File: src/rtl/kftvga_text_pkg.sv
// Shared types and constants for the 80x60 text writer: command opcodes,
// engine states, screen geometry and the control codes the writer interprets.
package kftvga_text_pkg;

    localparam int COLUMNS = 80;
    localparam int ROWS    = 60;
    localparam int COL_W   = 7;
    localparam int ROW_W   = 6;
    localparam int ADDR_W  = 13;

    localparam logic [COL_W-1:0] LAST_COL = COL_W'(COLUMNS - 1);
    localparam logic [ROW_W-1:0] LAST_ROW = ROW_W'(ROWS - 1);

    localparam logic [7:0] CLEAR_CHAR = 8'h20;
    localparam logic [7:0] RESET_ATTR = 8'h07;
    localparam logic [7:0] CHAR_CR    = 8'h0D;
    localparam logic [7:0] CHAR_LF    = 8'h0A;
    localparam logic [7:0] CHAR_BS    = 8'h08;

    typedef enum logic [1:0] {
        OP_PUT          = 2'd0,
        OP_SET_CURSOR   = 2'd1,
        OP_SET_ATTR     = 2'd2,
        OP_CLEAR_SCREEN = 2'd3
    } cmd_op_t;

    typedef enum logic [1:0] {
        IDLE         = 2'd0,
        CLEAR_ROW    = 2'd1,
        CLEAR_SCREEN = 2'd2
    } state_t;

endpackage

File: src/rtl/kftvga_text_writer_if.sv
// Command stream plus VRAM write port of the text writer.
// master = host side issuing commands, slave = the writer producing VRAM writes.
interface kftvga_text_writer_if;
    import kftvga_text_pkg::*;

    logic                cmd_valid;
    logic                cmd_ready;
    cmd_op_t             cmd_op;
    logic [15:0]         cmd_data;
    logic                vram_write_enable;
    logic [ADDR_W-1:0]   vram_write_address;
    logic [7:0]          vram_write_char;
    logic [7:0]          vram_write_color;

    modport master (
        output cmd_valid, cmd_op, cmd_data,
        input  cmd_ready, vram_write_enable, vram_write_address,
               vram_write_char, vram_write_color
    );

    modport slave (
        input  cmd_valid, cmd_op, cmd_data,
        output cmd_ready, vram_write_enable, vram_write_address,
               vram_write_char, vram_write_color
    );

endinterface

File: src/rtl/kftvga_cell_address.sv
// Purpose: maps (row, col) to the linear VRAM cell index row*80+col.
// Latency: combinational. Backpressure: none.
module kftvga_cell_address
    import kftvga_text_pkg::*;
(
    input  logic [ROW_W-1:0]  row,
    input  logic [COL_W-1:0]  col,
    output logic [ADDR_W-1:0] addr
);

    // row*80 as row*16 + row*64, so no multiplier is needed
    assign addr = {3'b000, row, 4'b0000} + {1'b0, row, 6'b000000} + {6'b000000, col};

endmodule

File: src/rtl/kftvga_text_writer.sv
// Purpose: text engine turning put/cursor/attr/clear commands into VRAM writes.
// Latency: 1 cycle command-to-write. Backpressure: cmd_ready low while a row or screen clear runs.
module kftvga_text_writer
    import kftvga_text_pkg::*;
(
    input  logic              video_clock,
    input  logic              reset,
    kftvga_text_writer_if.slave port,
    output logic [COL_W-1:0]  cursor_col,
    output logic [ROW_W-1:0]  cursor_row,
    output logic              busy
);

    state_t             state;
    logic [7:0]         attr;
    logic [COL_W-1:0]   clr_col;
    logic [ROW_W-1:0]   clr_row;
    logic               clr_done;

    logic               accept;
    logic               is_put;
    logic [7:0]         put_char;
    logic               put_print;
    logic               line_advance;
    logic               clr_last;
    logic [COL_W-1:0]   set_col;
    logic [ROW_W-1:0]   set_row;
    logic [COL_W-1:0]   addr_col;
    logic [ROW_W-1:0]   addr_row;
    logic [ADDR_W-1:0]  cell_addr;

    assign port.cmd_ready = (state == IDLE);
    assign busy           = ~port.cmd_ready;
    assign accept         = port.cmd_valid && port.cmd_ready;

    assign is_put    = (port.cmd_op == OP_PUT);
    assign put_char  = port.cmd_data[7:0];
    assign put_print = (put_char != CHAR_CR) && (put_char != CHAR_LF) && (put_char != CHAR_BS);

    // LF, or a printable put in the last column, moves the cursor down a row
    assign line_advance = accept && is_put &&
                          ((put_char == CHAR_LF) || (put_print && (cursor_col == LAST_COL)));

    assign clr_last = (clr_col == LAST_COL) && ((state == CLEAR_ROW) || (clr_row == LAST_ROW));

    assign set_col = (port.cmd_data[6:0] > LAST_COL) ? LAST_COL : port.cmd_data[6:0];
    assign set_row = (port.cmd_data[13:8] > LAST_ROW) ? LAST_ROW : port.cmd_data[13:8];

    // One address generator serves both the cursor write and the clear sweep
    assign addr_col = (state == IDLE) ? cursor_col : clr_col;
    assign addr_row = (state == IDLE) ? cursor_row : clr_row;

    kftvga_cell_address u_cell_address (
        .row  (addr_row),
        .col  (addr_col),
        .addr (cell_addr)
    );

    always_ff @(negedge video_clock or posedge reset) begin
        if (reset) begin
            state                   <= IDLE;
            attr                    <= RESET_ATTR;
            cursor_col              <= '0;
            cursor_row              <= '0;
            clr_col                 <= '0;
            clr_row                 <= '0;
            clr_done                <= 1'b0;
            port.vram_write_enable  <= 1'b0;
            port.vram_write_address <= '0;
            port.vram_write_char    <= 8'h00;
            port.vram_write_color   <= 8'h00;
        end else begin
            port.vram_write_enable <= 1'b0;
            case (state)
                IDLE: begin
                    if (accept) begin
                        case (port.cmd_op)
                            OP_PUT: begin
                                if (put_char == CHAR_CR) begin
                                    cursor_col <= '0;
                                end else if (put_char == CHAR_BS) begin
                                    if (cursor_col != '0) cursor_col <= cursor_col - 7'd1;
                                end else if (put_char != CHAR_LF) begin
                                    port.vram_write_enable  <= 1'b1;
                                    port.vram_write_address <= cell_addr;
                                    port.vram_write_char    <= put_char;
                                    port.vram_write_color   <= attr;
                                    cursor_col <= (cursor_col == LAST_COL) ? '0 : cursor_col + 7'd1;
                                end
                            end
                            OP_SET_CURSOR: begin
                                cursor_col <= set_col;
                                cursor_row <= set_row;
                            end
                            OP_SET_ATTR: begin
                                attr <= port.cmd_data[7:0];
                            end
                            OP_CLEAR_SCREEN: begin
                                // cell 0 is written on accept; the sweep resumes at cell 1
                                port.vram_write_enable  <= 1'b1;
                                port.vram_write_address <= '0;
                                port.vram_write_char    <= CLEAR_CHAR;
                                port.vram_write_color   <= attr;
                                cursor_col <= '0;
                                cursor_row <= '0;
                                clr_col    <= 7'd1;
                                clr_row    <= '0;
                                clr_done   <= 1'b0;
                                state      <= CLEAR_SCREEN;
                            end
                            default: ;
                        endcase

                        if (line_advance) begin
                            if (cursor_row == LAST_ROW) begin
                                cursor_row <= '0;
                                clr_col    <= '0;
                                clr_row    <= '0;
                                clr_done   <= 1'b0;
                                state      <= CLEAR_ROW;
                            end else begin
                                cursor_row <= cursor_row + 6'd1;
                            end
                        end
                    end
                end

                CLEAR_ROW, CLEAR_SCREEN: begin
                    // the cycle after the final write still holds off new commands
                    if (clr_done) begin
                        state <= IDLE;
                    end else begin
                        port.vram_write_enable  <= 1'b1;
                        port.vram_write_address <= cell_addr;
                        port.vram_write_char    <= CLEAR_CHAR;
                        port.vram_write_color   <= attr;
                        if (clr_last) begin
                            clr_done <= 1'b1;
                        end else if (clr_col == LAST_COL) begin
                            clr_col <= '0;
                            clr_row <= clr_row + 6'd1;
                        end else begin
                            clr_col <= clr_col + 7'd1;
                        end
                    end
                end

                default: state <= IDLE;
            endcase
        end
    end

endmodule

File: src/flat_wrapper.sv
// flat-port wrapper written by rule: the top's interface ports become plain ports
module kftvga_text_writer_flat import kftvga_text_pkg::*;
  (video_clock, reset, cursor_col, cursor_row, busy, port_cmd_valid, port_cmd_op, port_cmd_data, port_cmd_ready, port_vram_write_enable, port_vram_write_address, port_vram_write_char, port_vram_write_color);
  kftvga_text_writer_if port_i ();
  input  logic video_clock;
  input  logic reset;
  output logic [COL_W-1:0] cursor_col;
  output logic [ROW_W-1:0] cursor_row;
  output logic busy;
  input wire logic [$bits(port_i.cmd_valid)-1:0] port_cmd_valid;
  input wire logic [$bits(port_i.cmd_op)-1:0] port_cmd_op;
  input wire logic [$bits(port_i.cmd_data)-1:0] port_cmd_data;
  output wire logic [$bits(port_i.cmd_ready)-1:0] port_cmd_ready;
  output wire logic [$bits(port_i.vram_write_enable)-1:0] port_vram_write_enable;
  output wire logic [$bits(port_i.vram_write_address)-1:0] port_vram_write_address;
  output wire logic [$bits(port_i.vram_write_char)-1:0] port_vram_write_char;
  output wire logic [$bits(port_i.vram_write_color)-1:0] port_vram_write_color;
  assign port_i.cmd_valid = port_cmd_valid;
  assign port_i.cmd_op = port_cmd_op;
  assign port_i.cmd_data = port_cmd_data;
  assign port_cmd_ready = port_i.cmd_ready;
  assign port_vram_write_enable = port_i.vram_write_enable;
  assign port_vram_write_address = port_i.vram_write_address;
  assign port_vram_write_char = port_i.vram_write_char;
  assign port_vram_write_color = port_i.vram_write_color;
  kftvga_text_writer u_core (.video_clock(video_clock), .reset(reset), .port(port_i), .cursor_col(cursor_col), .cursor_row(cursor_row), .busy(busy));
endmodule
File: config.mk
export PLATFORM = sky130hd
export DESIGN_NAME = kftvga_text_writer_flat
export DESIGN_NICKNAME = d
export VERILOG_FILES = /design/src/rtl/kftvga_text_pkg.sv /design/src/rtl/kftvga_text_writer_if.sv /design/src/rtl/kftvga_cell_address.sv /design/src/rtl/kftvga_text_writer.sv /design/src/flat_wrapper.sv
export SDC_FILE = /design/constraint.sdc
export NUM_CORES = 1
export LEC_CHECK = 0
export BUFFER_PORTS_ARGS = -buffer_cell sky130_fd_sc_hd__buf_2
export CAP_MARGIN = 20
export CORE_MARGIN = 5
export CORE_UTILIZATION = 30
export DETAILED_ROUTE_END_ITERATION = 12
export PLACE_DENSITY = 0.51
export SYNTH_ARGS = -nofsm -noshare
export SYNTH_HDL_FRONTEND = slang
export SYNTH_HIERARCHICAL = 1
export SYNTH_SLANG_ARGS = --single-unit
File: constraint.sdc
create_clock -name video_clock -period 4 [get_ports video_clock]
set_input_delay 0.6 -clock video_clock [delete_from_list [all_inputs] [get_ports video_clock]]
set_output_delay 0.6 -clock video_clock [all_outputs]
set_load 0.01 [all_outputs]
==> impl_metrics.env <==
export IMPL_status="complete, but fails checks"
export IMPL_violations="setup timing"
export IMPL_syn_cell_area_mm2=0.00429
export IMPL_critPathRequiredTime_ps=2190
export IMPL_r2r_setup_slack_ps=480
export IMPL_routed_via_density=5.10
export IMPL_worst_path_most_repeated_cell="buf_6"
export IMPL_avgSynthCellArea_um2=8.70
export IMPL_antenna_found_initial=0
export IMPL_path_clk_slew_ps=40
export IMPL_min_path_type="reg -> reg"
export IMPL_fp_dieH_um=130
export IMPL_avgRoutedWirePerCell_um=15.8
export IMPL_drt_initial_drc_count=207
export IMPL_yosysMostFrequentCell="nand2_1"
export IMPL_cts_max_path_buffers=2
export IMPL_end_kind="flip-flop"
export IMPL_rows=43
export IMPL_ios=66
export IMPL_path_class="in -> reg"
export IMPL_vias=4093
export IMPL_nNetsFinal=666
export IMPL_ys_flop_type="dfrtn_1"
export IMPL_grt_max_degree=68
export IMPL_ir_worst_vdd_v=0.000226
export IMPL_whs_path_depth=2
export IMPL_fin_worst_skew_ps=51.0
export IMPL_yosys_warnings=6
export IMPL_synth_compound_area_share_pct=15.9
export IMPL_dieArea_mm2=0.0168
export IMPL_initial_utilization_pct=30.8
export IMPL_finalMaxSlewViolations=0
export IMPL_grt_ovfl_total=0
export IMPL_worstReg2RegStart="u_core/state[1]"
export IMPL_cts_sinks=67
export IMPL_syn_num_nets=541
export IMPL_synthAdderAreaFrac_pct=8.23
export IMPL_gp_congestion=0.847
export IMPL_hpwl_um=9090
export IMPL_synth_area_leaders="dfrtn_1 (37%), nand2_1 (8.0%), ha_1 (7.3%), o21ai_0 (4.3%), nand3_1 (4.1%)"
export IMPL_ys_async_sr_fraction_pct=100
export IMPL_p_leak_uw=0.00281
export IMPL_synth_xor_area_share_pct=1.02
export IMPL_synthCells=493
export IMPL_clk_latency_ps=400
export IMPL_start_kind="primary input"
export IMPL_crit_chain="buf_6, or4b_4, buf_6, nor4_4, mux2i_2, xor2_1, o21ai_2, mux2_2"
export IMPL_slowest_stage="or4b_4"
export IMPL_final_util_pct=42.3
export IMPL_final_hold_viol_count=0
export IMPL_grt_usage_pct=15.5
export IMPL_slew_headroom_pct=57.8
export IMPL_power_density_mw_per_mm2=719
export IMPL_yosys_top_cells_count="nand2_1 (91), dfrtn_1 (64), o21ai_0 (37)"
export IMPL_rr_endpoint="u_core/port.vram_write_address[11]"
export IMPL_area_growth_pct=37.3
export IMPL_htreeDepth=3
export IMPL_antenna_cells=0
export IMPL_cts_made_buffers=9
export IMPL_synth_mux_area_share_pct=5.19
export IMPL_yosysTopAreaCell="dfrtn_1"
export IMPL_fill_cells=1415
export IMPL_ant_nets=0
export IMPL_synth_top_family_by_area="simple AND/OR/NAND/NOR gates"
export IMPL_post_place_ws_ps=-565
export IMPL_rsz0062_at_grt="yes"
export IMPL_arrival_ps=2420
export IMPL_max_slew_worst_pin_slew_ps=627
export IMPL_ys_seq_area_share_pct=39.2
export IMPL_max_cap_viol_count=0
export IMPL_root_buffer="clkbuf_16"
export IMPL_synth_top_area_share_pct=37.3
export IMPL_ys_seq_elements=67
export IMPL_dr_pass1_iters=5
export IMPL_cts_tree="built"
export IMPL_portBuffers=63
export IMPL_grt_pass1_vias=3909
export IMPL_remaining_drc_errors=0
export IMPL_yosys_area_share_simple_pct=25.6
export IMPL_worstHoldStart="u_core/port.vram_write_address[8]"
export IMPL_hold_buffers=0
export IMPL_setup_ws_ps=-230
export IMPL_min_to="u_core/port.vram_write_address[8]"
export IMPL_setup_viol=29
export IMPL_synth_edf_count=0
export IMPL_wl_um=12700
export IMPL_ys_types=70
export IMPL_slowest_delay_ps=550
export IMPL_grt_pass1_wl_um=20400
export IMPL_critPathMaxFanout=2
export IMPL_die_width_um=130
export IMPL_core_mm2=0.0139
export IMPL_rr_worst_depth=13
export IMPL_layout_drive_gt1_share_pct=33.4
timing repair:
item                       in CTS  in global routing
setup endpoints to repair      25                 30
buffers inserted                7                  5
cloned                          1                  0
gates resized for setup        26                 23
pin swaps                      15                  6
routing by layer:
layer	vias to the layer above	track usage (%)	part of all wire [%]
li1	2007	-	-
met1	1966	21.7	49
met2	109	23.6	45
met3	11	4.00	5.2
met4	0	4.46	1.2
met5	-	0	0
cells in the final DEF, fill, tap and decap left out, drive strengths merged, types with 7 or more instances in the layout:
master,netlist,layout
buf,8,133
nand2,91,91
dfrtn,64,64
o21ai,39,39
nand3,35,35
nor2,30,31
inv,28,30
ha,25,25
a21oi,17,17
mux2,15,15
nor3,15,15
clkbuf,14,12
nor4,8,8
nor2b,7,7
nand4,7,7
worst max path at each step:
stage                      from              endpoint  slack [ps]  depth (start not counted)
2_1_floorplan  port_cmd_data[1]  u_core/cursor_col[2]        -490                          6
3_3_place_gp   port_cmd_data[6]  u_core/cursor_row[5]        -540                          9
3_5_place_dp   port_cmd_data[6]  u_core/cursor_row[5]        -560                          9
4_1_cts        port_cmd_data[1]  u_core/cursor_col[4]        -190                          9
5_1_grt        port_cmd_data[1]  u_core/cursor_col[2]        -260                          8
6_report       port_cmd_data[1]  u_core/cursor_col[2]        -230                          8
power breakdown:
part / internal, µW / switching, µW / total (µW)
clock: 567 / 328 / 895
sequential: 999 / 267 / 1270
combinational: 919 / 1160 / 2080
total: 2480 / 1750 / 4240
critical path, delay by kind of cell:
family / cells / cell delay [ps]
buffers and inverters: 2 / 240
multiplexers: 2 / 550
AND/OR/NAND/NOR: 2 / 770
AO/OA/AOI/OAI: 1 / 60
XOR/XNOR: 1 / 200
sequential cells by signal, indices dropped and copies added, names as in the netlist:
| name | count |
|---|---|
| u_core/attr | 8 |
| u_core/clr_col | 7 |
| u_core/clr_done | 1 |
| u_core/clr_row | 6 |
| u_core/cursor_col | 7 |
| u_core/cursor_row | 6 |
| u_core/port.vram_write_address | 13 |
| u_core/port.vram_write_char | 8 |
| u_core/port.vram_write_color | 8 |
| u_core/port.vram_write_enable | 1 |
| u_core/state | 2 |
layout make-up:
| type | instances | area (µm²) | share of cell area (%) |
|---|---|---|---|
| sequential | 67 | 1680 | 28.5 |
| multi-input combinational | 377 | 2580 | 43.7 |
| inverter | 27 | 105 | 1.78 |
| timing repair buffer | 133 | 957 | 16.2 |
| clock inverter | 7 | 67.6 | 1.15 |
| tap | 180 | 225 | 3.82 |
| clock buffer | 12 | 279 | 4.74 |
cells by family (layout without fill, tap and decap cells):
kind of cell,Yosys count,after routing
AND/OR/NAND/NOR,224,225
AO/OA/AOI/OAI,100,100
flip-flops,67,67
buffers and inverters,50,179
adder cells (fa/ha/maj),27,27
multiplexers,20,20
XOR/XNOR,5,5
through the flow:
| step | cell area [µm²] | setup TNS, ps | hold WS [ps] | std cells | total power, µW |
|---|---|---|---|---|---|
| after floorplan | 4350 | -5020 | 394 | 493 | 2580 |
| after global placement | 5270 | -16050 | 407 | 774 | 3240 |
| after detailed placement | 5270 | -17780 | 413 | 774 | 3270 |
| after CTS | 5780 | -1850 | 413 | 800 | 4230 |
| after global routing | 5890 | -4780 | 430 | 803 | 4580 |
| final | 5890 | -2960 | 406 | 803 | 4240 |
Power figures use the tool's default switching activity.
